**config.mk**
```make
export PLATFORM = sky130hd
export DESIGN_NAME = seq_detector_prog
export DESIGN_NICKNAME = d
export VERILOG_FILES = /design/src/rtl/seq_det_pkg.sv /design/src/rtl/seq_det_sat_counter.sv /design/src/rtl/seq_detector_prog.sv
export SDC_FILE = /design/constraint.sdc
export NUM_CORES = 1
export LEC_CHECK = 0
export BUFFER_PORTS_ARGS = -buffer_cell sky130_fd_sc_hd__buf_2
export CELL_PAD_IN_SITES_DETAIL_PLACEMENT = 0
export CELL_PAD_IN_SITES_GLOBAL_PLACEMENT = 2
export CORE_ASPECT_RATIO = 1.25
export CORE_MARGIN = 8
export CORE_UTILIZATION = 32
export DETAILED_ROUTE_END_ITERATION = 8
export GPL_TIMING_DRIVEN = 0
export PLACE_DENSITY_LB_ADDON = 0.1
export SLEW_MARGIN = 20
export SYNTH_ARGS = -nofsm -noshare
export SYNTH_HDL_FRONTEND = slang
export SYNTH_HIERARCHICAL = 1
export SYNTH_SLANG_ARGS = --single-unit
```
**constraint.sdc**
```tcl
create_clock -name clock -period 3.4 [get_ports clock]
set_input_delay 0.34 -clock clock [delete_from_list [all_inputs] [get_ports clock]]
set_output_delay 0.34 -clock clock [all_outputs]
set_load 0.01 [all_outputs]
```
**src/rtl/seq_det_pkg.sv**
```systemverilog
// Shared types and helpers for the programmable serial pattern detector.
package seq_det_pkg;

  localparam int unsigned MASK_W = 32;

  typedef enum logic [0:0] {
    UNCFG = 1'b0,
    ARMED = 1'b1
  } state_t;

  // Right-justified mask of len ones; the caller truncates to its pattern width.
  function automatic logic [MASK_W-1:0] len_mask(input logic [5:0] len);
    logic [MASK_W-1:0] m;
    m = '0;
    for (int i = 0; i < int'(MASK_W); i++) begin
      if (i < int'(len)) m[i] = 1'b1;
    end
    return m;
  endfunction

endpackage

```
**src/rtl/seq_det_sat_counter.sv**
```systemverilog
// Saturating up-counter with synchronous clear, used for the match count.
module seq_det_sat_counter #(
  parameter int unsigned CNT_W = 8
) (
  input  logic             clock,
  input  logic             reset,
  input  logic             inc,
  input  logic             clr,
  output logic [CNT_W-1:0] count
);

  always_ff @(posedge clock) begin
    if (reset) begin
      count <= '0;
    end else if (clr) begin
      count <= '0;
    end else if (inc && (count != '1)) begin
      count <= count + CNT_W'(1);
    end
  end

endmodule

```
**src/rtl/seq_detector_prog.sv**
```systemverilog
// Runtime-programmable serial bit-pattern detector with valid qualifier,
// overlap control and a saturating match counter.
module seq_detector_prog
  import seq_det_pkg::*;
#(
  parameter  int unsigned MAX_LEN = 8,
  parameter  int unsigned CNT_W   = 8,
  localparam int unsigned LEN_W   = $clog2(MAX_LEN + 1)
) (
  input  logic               clock,
  input  logic               reset,
  input  logic               data_in,
  input  logic               data_valid,
  input  logic               cfg_load,
  input  logic [MAX_LEN-1:0] cfg_pattern,
  input  logic [LEN_W-1:0]   cfg_len,
  input  logic               cfg_overlap,
  output logic               data_out,
  output logic [CNT_W-1:0]   match_count,
  output logic               cfg_err,
  output logic               armed
);

  state_t             state_q, state_d;
  logic [MAX_LEN-1:0] pat_q, pat_d;
  logic [LEN_W-1:0]   len_q, len_d;
  logic               ovl_q, ovl_d;
  logic [MAX_LEN-1:0] hist_q, hist_d;
  logic [LEN_W-1:0]   fill_q, fill_d;
  logic               match_d;
  logic               err_d;
  logic               cnt_inc;
  logic               cnt_clr;

  logic               cfg_ok_c;
  logic [MAX_LEN-1:0] hist_nx_c;
  logic [LEN_W-1:0]   fill_nx_c;
  logic [MAX_LEN-1:0] mask_c;
  logic               hit_c;

  assign cfg_ok_c  = (cfg_len != '0) && (cfg_len <= LEN_W'(MAX_LEN));
  assign hist_nx_c = {hist_q[MAX_LEN-2:0], data_in};
  assign fill_nx_c = (fill_q == LEN_W'(MAX_LEN)) ? fill_q : fill_q + LEN_W'(1);
  assign mask_c    = MAX_LEN'(len_mask(6'(len_q)));
  // Compare against the history as it will look after this beat shifts in.
  assign hit_c     = (fill_nx_c >= len_q) && (((hist_nx_c ^ pat_q) & mask_c) == '0);

  always_ff @(posedge clock) begin
    if (reset) begin
      state_q  <= UNCFG;
      pat_q    <= '0;
      len_q    <= '0;
      ovl_q    <= 1'b0;
      hist_q   <= '0;
      fill_q   <= '0;
      data_out <= 1'b0;
      cfg_err  <= 1'b0;
    end else begin
      state_q  <= state_d;
      pat_q    <= pat_d;
      len_q    <= len_d;
      ovl_q    <= ovl_d;
      hist_q   <= hist_d;
      fill_q   <= fill_d;
      data_out <= match_d;
      cfg_err  <= err_d;
    end
  end

  always_comb begin
    state_d = state_q;
    pat_d   = pat_q;
    len_d   = len_q;
    ovl_d   = ovl_q;
    hist_d  = hist_q;
    fill_d  = fill_q;
    match_d = 1'b0;
    err_d   = 1'b0;
    cnt_inc = 1'b0;
    cnt_clr = 1'b0;

    case (state_q)
      UNCFG:   if (cfg_load && cfg_ok_c) state_d = ARMED;
      ARMED:   state_d = ARMED;
      default: state_d = UNCFG;
    endcase

    // A load in any state takes priority; a data beat in the same cycle is dropped.
    if (cfg_load) begin
      if (cfg_ok_c) begin
        pat_d   = cfg_pattern;
        len_d   = cfg_len;
        ovl_d   = cfg_overlap;
        hist_d  = '0;
        fill_d  = '0;
        cnt_clr = 1'b1;
      end else begin
        err_d = 1'b1;
      end
    end else if ((state_q == ARMED) && data_valid) begin
      hist_d  = hist_nx_c;
      fill_d  = (hit_c && !ovl_q) ? '0 : fill_nx_c;
      match_d = hit_c;
      cnt_inc = hit_c;
    end
  end

  assign armed = (state_q == ARMED);

  seq_det_sat_counter #(
    .CNT_W (CNT_W)
  ) u_cnt (
    .clock (clock),
    .reset (reset),
    .inc   (cnt_inc),
    .clr   (cnt_clr),
    .count (match_count)
  );

endmodule

```
# == Word level (Yosys, flattened, before mapping) ==
# Cells that the tools add are included.
# word_totals
regBits,35
input_bits,18
output_inout_bits,11
# classes
n_addsub,2
n_lt_le_gt_ge,10
n_eq_ne,3
muxes,23
bitwise_logic,4
n_reduce_logical,14
# op_table
cell,count
7-bit 2-to-1 mux,3
4-bit 2-to-1 mux,5
3-bit by 4-bit < comparator with 1-bit output (first input constant),4
1-bit 2-to-1 mux,14
8-bit by 1-bit adder with 8-bit output (second input constant),1
8-bit AND,1
8-bit zero test,1
1-bit by 4-bit < comparator with 1-bit output (first input constant),2
2-bit by 4-bit < comparator with 1-bit output (first input constant),2
8-bit inequality test (second input constant),1
8-bit XOR,1
1-bit logical AND,6
4-bit by 1-bit adder with 4-bit output (second input constant),1
4-bit equality test (second input constant),1
4-bit greater-or-equal comparator,1
4-bit less-or-equal comparator (second input constant),1
2-bit AND reduction,2
4-bit nonzero test,1
2-bit OR reduction,2
2-bit by 1-bit inequality test with 1-bit output (second input constant),1
1-bit NOT,2
1-bit one-hot mux with 2 select lines,1
2-bit nonzero test,1
1-bit zero test,1

# == Depth between registers and ports, before layout ==
# Gate-level depths: netlist of the first run.
# logic_depth
ltp_word,9
depth_mapped,13

# == Cells and area by module ==
# The synthesis of the first run kept the hierarchy.
# modules_own_cells
mod,instances,cells_each,area_per_inst_um2,seq_area_each_um2
seq_detector_prog,1,173,1346.3,540.5
seq_det_sat_counter,1,47,435.4,160.2

# == Worst setup path after synthesis of the first run ==
# No wires, ideal clock.
# synth_path
kind,flip-flop to flip-flop
from,register fill_q[0]
to,register u_cnt.count[5]
setup_ns,0.100
t_arrival_ns,2.798
required_ns,3.300
slack_ns,0.502
stages_incl_launch_ff,14
n_path_buf,0
path_cell_list,dfxtp_1 inv_1 ha_1 nand3b_1 xnor2_1 inv_1 ha_1 nand2b_1 a2111oi_0 a221o_1 nor4_1 and4_1 a31oi_1 a2111oi_4
# synth_between
elab_chain_cells,7
elab_cells_between_ends,8
cone_classes,1 x add/sub; 1 x order compare; 1 x eq/ne; 3 x mux; 2 x reduce/logical
# synth_lines
item,line,text
start: declaration,seq_detector_prog.sv:29,"logic [LEN_W-1:0] fill_q, fill_d;"
start signal: assignment,seq_detector_prog.sv:64,fill_q <= fill_d;
4-bit by 1-bit adder with 4-bit output / 4-bit equality test (equally long branches),seq_detector_prog.sv:43,assign fill_nx_c = (fill_q == LEN_W'(MAX_LEN)) ? fill_q : fill_q + LEN_W'(1);
4-bit 2-to-1 mux (*),seq_detector_prog.sv:43,
4-bit greater-or-equal comparator (*),seq_detector_prog.sv:46,assign hit_c = (fill_nx_c >= len_q) && (((hist_nx_c ^ pat_q) & mask_c) == '0);
1-bit logical AND (*),seq_detector_prog.sv:46,
1-bit 2-to-1 mux (*) (2 in a row),--,
named net cnt_inc,seq_detector_prog.sv:32,logic cnt_inc;
1-bit logical AND (*),seq_det_sat_counter.sv:17,end else if (inc && (count != '1)) begin
end signal: assignment,seq_det_sat_counter.sv:18,count <= count + CNT_W'(1);
end: declaration,seq_det_sat_counter.sv:9,output logic [CNT_W-1:0] count
# Mark *: on every way through the listed nets, which the timed path passes. The rest lies on a longest branch.
# A chain may end at the register's enable or synchronous reset.

# == Final worst setup path of the first run ==
# Ends and elaborated chain as after synthesis.

==> results of run 1 <==
-- state kept, by name (all words and copies together), names as in the netlist --
| signal | count |
|---|---|
| cfg_err | 1 |
| ovl_q | 1 |
| u_cnt/count | 8 |
| data_out | 1 |
| hist_q | 7 |
| armed | 1 |
| len_q | 4 |
| pat_q | 8 |
| fill_q | 4 |
-- path summary, 6_finish.rpt --
check                               startpoint             end  slack (ps)  depth (start not counted)
worst max-delay path                 fill_q[0]  u_cnt/count[5]         290                         13
worst min-delay path            cfg_pattern[2]        pat_q[2]         280                          3
worst max register to register       fill_q[0]  u_cnt/count[5]         290                         13
worst min register to register        pat_q[1]        pat_q[1]         470                          2
-- cell type report --
class / count / area (um^2) / share of cell area [%]
Sequential cell: 35 / 701 / 33.3
Inverter: 11 / 41.3 / 1.96
Multi-Input combinational cell: 165 / 1020 / 48.5
Timing Repair Buffer: 28 / 140 / 6.65
Tap cell: 64 / 80.1 / 3.80
Buffer: 9 / 41.3 / 1.96
Clock inverter: 1 / 5.00 / 0.238
Clock buffer: 7 / 76.3 / 3.62
-- repair_timing --
| item | in CTS | in global routing |
|---|---|---|
| pin swaps | 0 | 0 |
| resized for setup | 1 | 2 |
| endpoints found under the setup margin | 3 | 3 |
| gates cloned | 0 | 0 |
-- placed cells by master, fill, tap and decap left out, types with 2 or more instances in the layout --
cell / count
inv_1: 10
nor3_1: 2
buf_2: 31
clkbuf_1: 6
o21ai_0: 5
nand2_1: 48
or4_1: 2
nand4_1: 2
xnor2_1: 7
nor2_1: 6
a21boi_1: 2
and3_1: 6
mux2i_1: 4
or3_1: 3
clkbuf_8: 5
a21oi_1: 26
xor2_1: 3
o22ai_1: 4
a31oi_1: 4
and4_1: 2
nand3_1: 12
dfxtp_1: 35
ha_1: 7
-- power groups by stage --
stage / clock [mW] / combinational (mW) / sequential, mW
floorplan: 0 / 0.0576 / 0.438
global placement: 0 / 0.0928 / 0.440
detailed placement: 0 / 0.0929 / 0.440
CTS: 0.305 / 0.0940 / 0.431
global route: 0.318 / 0.105 / 0.432
finish: 0.295 / 0.0938 / 0.431
-- cell families (layout without fill, tap and decap cells) --
group | count (synthesis) | in the layout | share of synthesized area, %
flip-flops | 35 | 35 | 39.3
AND/OR/NAND/NOR | 93 | 93 | 25.6
AO/OA/AOI/OAI | 50 | 50 | 17.8
XOR/XNOR | 11 | 11 | 5.41
multiplexers | 4 | 4 | 2.25
buffers and inverters | 20 | 56 | 4.63
adder cells (fa/ha/maj) | 7 | 7 | 4.92
-- metrics by stage --
step	util, %	power, mW	TNS [ps]	setup WS [ps]	hold WS [ps]
2_1_floorplan	-	0.496	0	502	415
3_3_place_gp	37.0	0.533	-313	-150	460
3_5_place_dp	37.0	0.533	-173	-91.1	467
4_1_cts	38.7	0.829	0	140	276
5_1_grt	39.0	0.854	0	13.3	291
6_report	39.0	0.819	0	294	284
-- routing by layer --
layer  track usage [%]  share of wire (%)  vias to the layer above
met5                 0                  0                        -
met4              3.60                1.4                        0
met3              2.71                3.1                        6
met2              21.5                 53                       18
met1              12.3                 43                      756
li1                  -                  -                      836
-- worst max-delay path: cells and delay by family (launching register included) --
family,cells,cell delay [ps]
adders and majority gates,2,480
buffers and inverters,2,170
xor gates and xnor gates,1,160
AOI/OAI and AO/OA,3,950
DFF,1,390
and+or+nand+nor,5,860
==> impl_metrics.yaml, run 1 <==
routing:
  wire_per_inst_um: 14.7
  drt-initial-drc-count: 68
  drc: 0
  drtAntennaViolNets: 0
  routed_wl_um: 4690
  vias: 1616
  first_pass_iters: 4
  avgViaCountPerCell: 5.05
global_routing:
  grt_antenna_before_repair: 0
  overflow: 0
  grt_max_degree: 16
  grt_pass1_wl_um: 7530
  grt_use_total_pct: 11.7
  grt_pass1_vias: 1595
placement:
  portBuffers: 28
  dpl.hpwl_um: 3600
  dp.cells: 312
  postPlaceCellArea_mm2: 0.00200
  gp_congestion: 0.739
yosys:
  yosys-top-cells-area: "dfxtp_1, nand2_1, a21oi_1"
  synth_seq_cells: 35
  synth_nets: 245
  syn_inst: 220
  synth_area_leader_cell: "dfxtp_1"
  synth_area_mm2: 0.00178
  ys_types: 43
  yosysWarnings: 6
  synth_common_cells: "nand2_1, dfxtp_1, a21oi_1, nand3_1, inv_1"
  avgSynthCellArea_um2: 8.10
  yosysMostFrequentCell: "nand2_1"
  yosysTopAreaCellShare_pct: 39.3
  postSynth.asyncResetShare_pct: 0
  ys.flop_type: "dfxtp_1"
  synth_edf_count: 0
  yosysSeqAreaShare_pct: 39.3
sta:
  worstMarginPinSlew_ps: 585
  fin_crit_ps: 3110
  rsz0062_at_grt: "no"
  finalSetupViolations: 0
  finalHoldViolations: 0
  slew_headroom_pct: 61.0
  fin_crit_sh_pct: 91.4
  max_clock_freq_mhz: 322
  skew_ps: 8.36
  finalMaxSlewViolations: 0
power:
  swShare_pct: 26.7
  seqPwrFrac_pct: 52.6
  p_sw_uw: 219
  p_int_uw: 600
  pwr-share-clk_pct: 36.0
  power.density_mw_per_mm2: 389
  vdd_drop_max_mv: 0.183
  comb_power_share_pct: 11.4
  p_leak_nw: 0.831
die:
  start_util_pct: 33.0
  die_y_um: 99.4
  ios: 29
  die_area_mm2: 0.00823
  core_mm2: 0.00541
  die-width_um: 82.7
  rows: 30
clock_network:
  clk_pin_slew_ps: 70
  cts_hold_buf: 0
  htree_num_levels: 2
  post_cts_buffers: 0
  ctsLongestPathBuffers: 2
  clkLatencyLatePin_ps: 290
  cts_buffers: 5
  clock_sinks: 35
  tritoncts: "done"
  root_buffer: "clkbuf_8"
final_layout:
  nets: 280
  layoutNonFillerInstCount: 320
  area_delta_synth_final_pct: 18.2
  fillCellCount: 607
  n_antenna_cell: 0
  final_area_mm2: 0.00211
  drive_above_1_share_pct: 18.0
critical_path:
  cpPeakStageDelay_ps: 430
  worstPathRequired_ps: 3590
  cpMaxStageDelayCell: "a2111oi_0"
  crit_chain: "inv_1 > ha_1 > nand3b_1 > xnor2_2 > inv_1 > ha_1 > nand2b_1 > a2111oi_0 > a221o_1 > nor4_4 > and4_1 > and3_1 > a2111oi_4"
  crit_fanout: 5
  cp.arrival_ps: 3300
  setup.worst_path.class: "flop to flop"
  cp-end-kind: "flop"
  worstSetupStartpointType: "flop"
run_status:
  status: "completed"
flow_run:
  cap_violations: 0
hold_path:
  hold_class: "input pin to flop"
Power figures use the tool's default switching activity.
==> run 2, diff against run 1 <==
- GPL_TIMING_DRIVEN: 0 -> default
==> run 2 against run 1 <==
Sequential power hardly changed. Global-route usage is 0.27 points higher. Clock skew is 1.7 ps lower. Cell count is 1.9% lower. Utilization is 0.42 points lower. Fmax is 0.35% lower. Sequential cell count stayed put. Wire length is 1.2% lower. Hold slack better by 5.2 ps. Clock power is 12% higher. Critical path type unchanged. Critical endpoint unchanged.
==> impl_metrics.yaml, run 2 (synthesis gave the netlist of run 1 again) <==
routing:
  vias: 1606
  avgViaCountPerCell: 5.11
  drtAntennaViolNets: 0
  drt-initial-drc-count: 43
  drc: 0
  routed_wl_um: 4630
  wire_per_inst_um: 14.8
  first_pass_iters: 4
clock_network:
  htree_num_levels: 2
  cts_buffers: 5
  tritoncts: "done"
  clkLatencyLatePin_ps: 280
  post_cts_buffers: 0
  cts_hold_buf: 0
  clock_sinks: 35
  ctsResizeCount: 0
  clk_pin_slew_ps: 70
  ctsLongestPathBuffers: 2
  root_buffer: "clkbuf_8"
die:
  die-width_um: 82.7
  rows: 30
  start_util_pct: 33.0
  core_mm2: 0.00541
  die_y_um: 99.4
  die_area_mm2: 0.00823
  ios: 29
final_layout:
  final_cell_mix: "nand2_1, dfxtp_1, buf_2"
  nets: 274
  n_antenna_cell: 0
  layout_commonest_cell: "nand2_1"
  drive_above_1_share_pct: 17.6
  reg_top3: "pat_q: 8 flops, u_cnt/count: 8 flops, hist_q: 7 flops"
  area_delta_synth_final_pct: 16.9
flow_run:
  cap_violations: 0
critical_path:
  setup.worst_path.class: "flop to flop"
  cp-end-kind: "flop"
  worstPathRequired_ps: 3590
  cp.arrival_ps: 3310
  cpMaxStageDelayCell: "a2111oi_0"
  reg2reg_depth: 14
  crit_chain: "inv_1 > ha_1 > nand3b_1 > xnor2_1 > inv_1 > ha_1 > nand2b_1 > a2111oi_0 > a221o_1 > nor4_1 > buf_4 > and4_1 > and3_1 > a2111oi_4"
  worstSetupStartpointType: "flop"
  cpPeakStageDelay_ps: 430
  crit_fanout: 5
sta:
  hold_ws_ps: 289
  finalSetupTns_ps: 0
  fin_crit_sh_pct: 91.7
  slew_headroom_pct: 55.5
  finalHoldViolations: 0
  fin_crit_ps: 3120
  max_clock_freq_mhz: 321
  worstMarginPinSlew_ps: 667
  finalSetupViolations: 0
  finalMaxSlewViolations: 0
  rsz0062_at_grt: "no"
  skew_ps: 6.64
global_routing:
  grt_pass1_vias: 1603
  grt_antenna_before_repair: 0
  overflow: 0
  grt_use_total_pct: 11.9
  globalRoute.busiestLayer: "met2"
  globalRouteMet1Util_pct: 13.3
  grt_max_degree: 35
  met2_usage_pct: 21.2
  grt_util_met3_pct: 3.16
  grt_pass1_wl_um: 7730
run_status:
  status: "completed"
hold_path:
  hold_path_depth: 3
  hold_class: "input pin to flop"
placement:
  portBuffers: 28
  dpl.hpwl_um: 3280
  gp_congestion: 0.809
power:
  vdd_drop_max_mv: 0.214
  p_leak_nw: 0.827
  power.density_mw_per_mm2: 408
run 2: changes by cell type in the layout (fill, tap and decap cells not counted), moves of 2 or more:
cell and change:
buf_4 +2, clkbuf_1 -5, buf_2 -3, clkbuf_8 +2
run 2: per-layer routing:
metal / share of wire (%) / routed length [um] / vias up
li1: - / - / 831
met1: 43 / 1980 / 751
met2: 53 / 2430 / 20
met3: 3.9 / 179 / 4
met4: 0.73 / 34 / 0
met5: 0 / 0 / -
run 2: power by group:
group	switching, mW	total [mW]	leakage (nW)	internal, mW
Combinational	0.0550	0.0888	0.492	0.0338
Clock	0.145	0.330	0.0515	0.185
Sequential	0.00988	0.430	0.284	0.421
run 2: worst paths after layout:
path,startpoint,endpoint,slack (ps)
worst min-delay path,cfg_pattern[2],pat_q[2],290
worst max register to register,fill_q[0],u_cnt/count[5],280
worst max-delay path,fill_q[0],u_cnt/count[5],280
worst min register to register,pat_q[3],pat_q[3],470
run 2: through the flow:
stage / area, um^2 / power, mW / setup slack (ps) / util [%] / instances
after floorplan: 1780 / 0.496 / 502 / - / 220
after global placement: 1980 / 0.533 / 384 / 36.7 / 306
after detailed placement: 1980 / 0.531 / 329 / 36.7 / 306
after CTS: 2080 / 0.866 / 283 / 38.5 / 314
after global routing: 2080 / 0.891 / 35.7 / 38.5 / 314
final: 2080 / 0.849 / 283 / 38.5 / 314
run 2: worst max-delay path, delay by kind of cell, from the launching register on:
| kind | cells | cell delay (ps) |
|---|---|---|
| buf+inv | 3 | 320 |
| simple gates | 5 | 760 |
| fa+ha+maj | 2 | 490 |
| flops | 1 | 380 |
| xor+xnor | 1 | 160 |
| compound gates | 3 | 920 |
run 2: final cells by class:
cell class	count	area [um^2]
fillers	588	3320
multi-input cells	165	998
flip-flops and latches	35	701
repair buffers	31	163
clock buffers	8	100
well taps	64	80.1
inverters	11	41.3
==> run 3, diff against run 2 <==
- CELL_PAD_IN_SITES_DETAIL_PLACEMENT: 0 -> default
- CELL_PAD_IN_SITES_GLOBAL_PLACEMENT: 2 -> default
- CORE_UTILIZATION: 32 -> 37
- PLACE_DENSITY_LB_ADDON: 0.1 -> default
==> run 3 against run 2 <==
Sequential cell count unchanged. Fmax up 2.0%. Largest power group unchanged. Worst setup slack gained 61 ps. Utilization increased by 5.0 points. Critical path type unchanged. Die area fell by 11%. Non-clock buffer count down 2. First-iteration DRC count grew 19%. Final area down 1.9%. Count of clock-buffer cells in the layout is 1 lower. Via count shrank 1.7%. Cell count fell by 1.9%.
==> impl_metrics.yaml, run 3 (synthesis gave the netlist of run 1 again) <==
final_layout:
  nets: 272
  area_delta_synth_final_pct: 14.7
  drive_above_1_share_pct: 16.5
  layout_commonest_cell: "nand2_1"
  layoutNonFillerInstCount: 308
  n_antenna_cell: 0
  reg_top3: "pat_q: 8 flops, u_cnt/count: 8 flops, hist_q: 7 flops"
  fillCellCount: 513
  final-seq-area_um2: 701
  final_cell_mix: "nand2_1, dfxtp_1, buf_2"
  multiInputGateArea_um2: 998
sta:
  worstMarginPinSlew_ps: 803
  finalMaxSlewViolations: 0
  fin_crit_sh_pct: 89.9
  finalSetupTns_ps: 0
  rsz0062_at_grt: "no"
  fin_crit_ps: 3060
  max_clock_freq_mhz: 327
  skew_ps: 7.44
  hold_ws_ps: 288
  finalHoldViolations: 0
  slew_headroom_pct: 46.3
  finalSetupViolations: 0
power:
  vdd_drop_max_mv: 0.271
  p_leak_nw: 0.809
  power.density_mw_per_mm2: 396
routing:
  vias: 1579
  wire_per_inst_um: 13.5
  drtAntennaViolNets: 0
  first_pass_iters: 4
  routed_wl_um: 4150
  drc: 0
  drt-initial-drc-count: 51
  avgViaCountPerCell: 5.13
placement:
  dp.cells: 300
  dpl.hpwl_um: 2950
  portBuffers: 28
  gp_congestion: 0.855
global_routing:
  overflow: 0
  grt_pass1_wl_um: 7220
  grt_use_total_pct: 12.1
  grt_pass1_vias: 1637
  grt_antenna_before_repair: 0
  grt_max_degree: 35
die:
  rows: 28
  die_area_mm2: 0.00731
  die-width_um: 78.1
  ios: 29
  die_y_um: 93.6
  start_util_pct: 38.0
  core_mm2: 0.00469
clock_network:
  tritoncts: "done"
  clkLatencyLatePin_ps: 280
  ctsLongestPathBuffers: 2
  root_buffer: "clkbuf_8"
  cts_hold_buf: 0
  clock_sinks: 35
  htree_num_levels: 2
  ctsResizeCount: 0
  post_cts_buffers: 0
  cts_buffers: 5
  clk_pin_slew_ps: 70
hold_path:
  hold_class: "input pin to flop"
run_status:
  status: "completed"
critical_path:
  worstPathRequired_ps: 3590
  cp.arrival_ps: 3240
  worstSetupStartpointType: "flop"
  setup.worst_path.class: "flop to flop"
  r2r_slack_ps: 340
  crit_fanout: 5
  cp-end-kind: "flop"
flow_run:
  cap_violations: 0
[run 3: cell types whose count changed in the layout (fill, tap and decap cells not counted), sizes merged]
cell,before,now
buf,31,29
clkbuf,8,7
clkinv,0,1
[run 3: worst max-delay path, cell delays in order, from the launching register on]
cell and delay, ps:
dfxtp_1 380, inv_1 80, ha_1 210, nand3b_1 100, xnor2_1 160, inv_1 70
ha_1 260, nand2b_1 130, a2111oi_0 380, a221o_1 210, nor4_1 60, buf_4 170
and4_1 240, and3_1 220, a2111oi_4 290
[run 3: metal layers]
layer  GRT usage, %  share of wire (%)
met5              0                  0
met4           5.88                2.1
met3           3.45                3.9
met2           21.6                 49
met1           12.6                 45
[run 3: stage by stage]
step           setup slack [ps]  utilization, %  power [mW]  cell area [um^2]
3_5_place_dp                370            41.8       0.527              1960
6_report                    344            43.6       0.810              2040
3_3_place_gp                441            41.8       0.527              1960
5_1_grt                    27.5            43.6       0.849              2040
2_1_floorplan               502               -       0.496              1780
4_1_cts                     341            43.6       0.819              2040
[run 3: area by class of cell]
type                            instances  area share (%)
Tap cell                               60            3.67
Sequential cell                        35            34.3
Timing Repair Buffer                   29            7.22
Inverter                               11            2.02
Multi-Input combinational cell        165            48.8
Clock buffer                            7            3.73
Clock inverter                          1           0.245
[run 3: path summary, 6_finish.rpt]
path,cells after the start,endpoint,start
max reg2reg,14,u_cnt/count[5],fill_q[0]
min,3,pat_q[6],cfg_pattern[6]
max,14,u_cnt/count[5],fill_q[0]
min reg2reg,2,pat_q[3],pat_q[3]
[run 3: where the power goes]
part	switching, mW	leakage, nW	internal, mW
Combinational	0.0529	0.483	0.0328
Sequential	0.00943	0.284	0.420
Clock	0.150	0.0422	0.144
Total	0.213	0.809	0.597
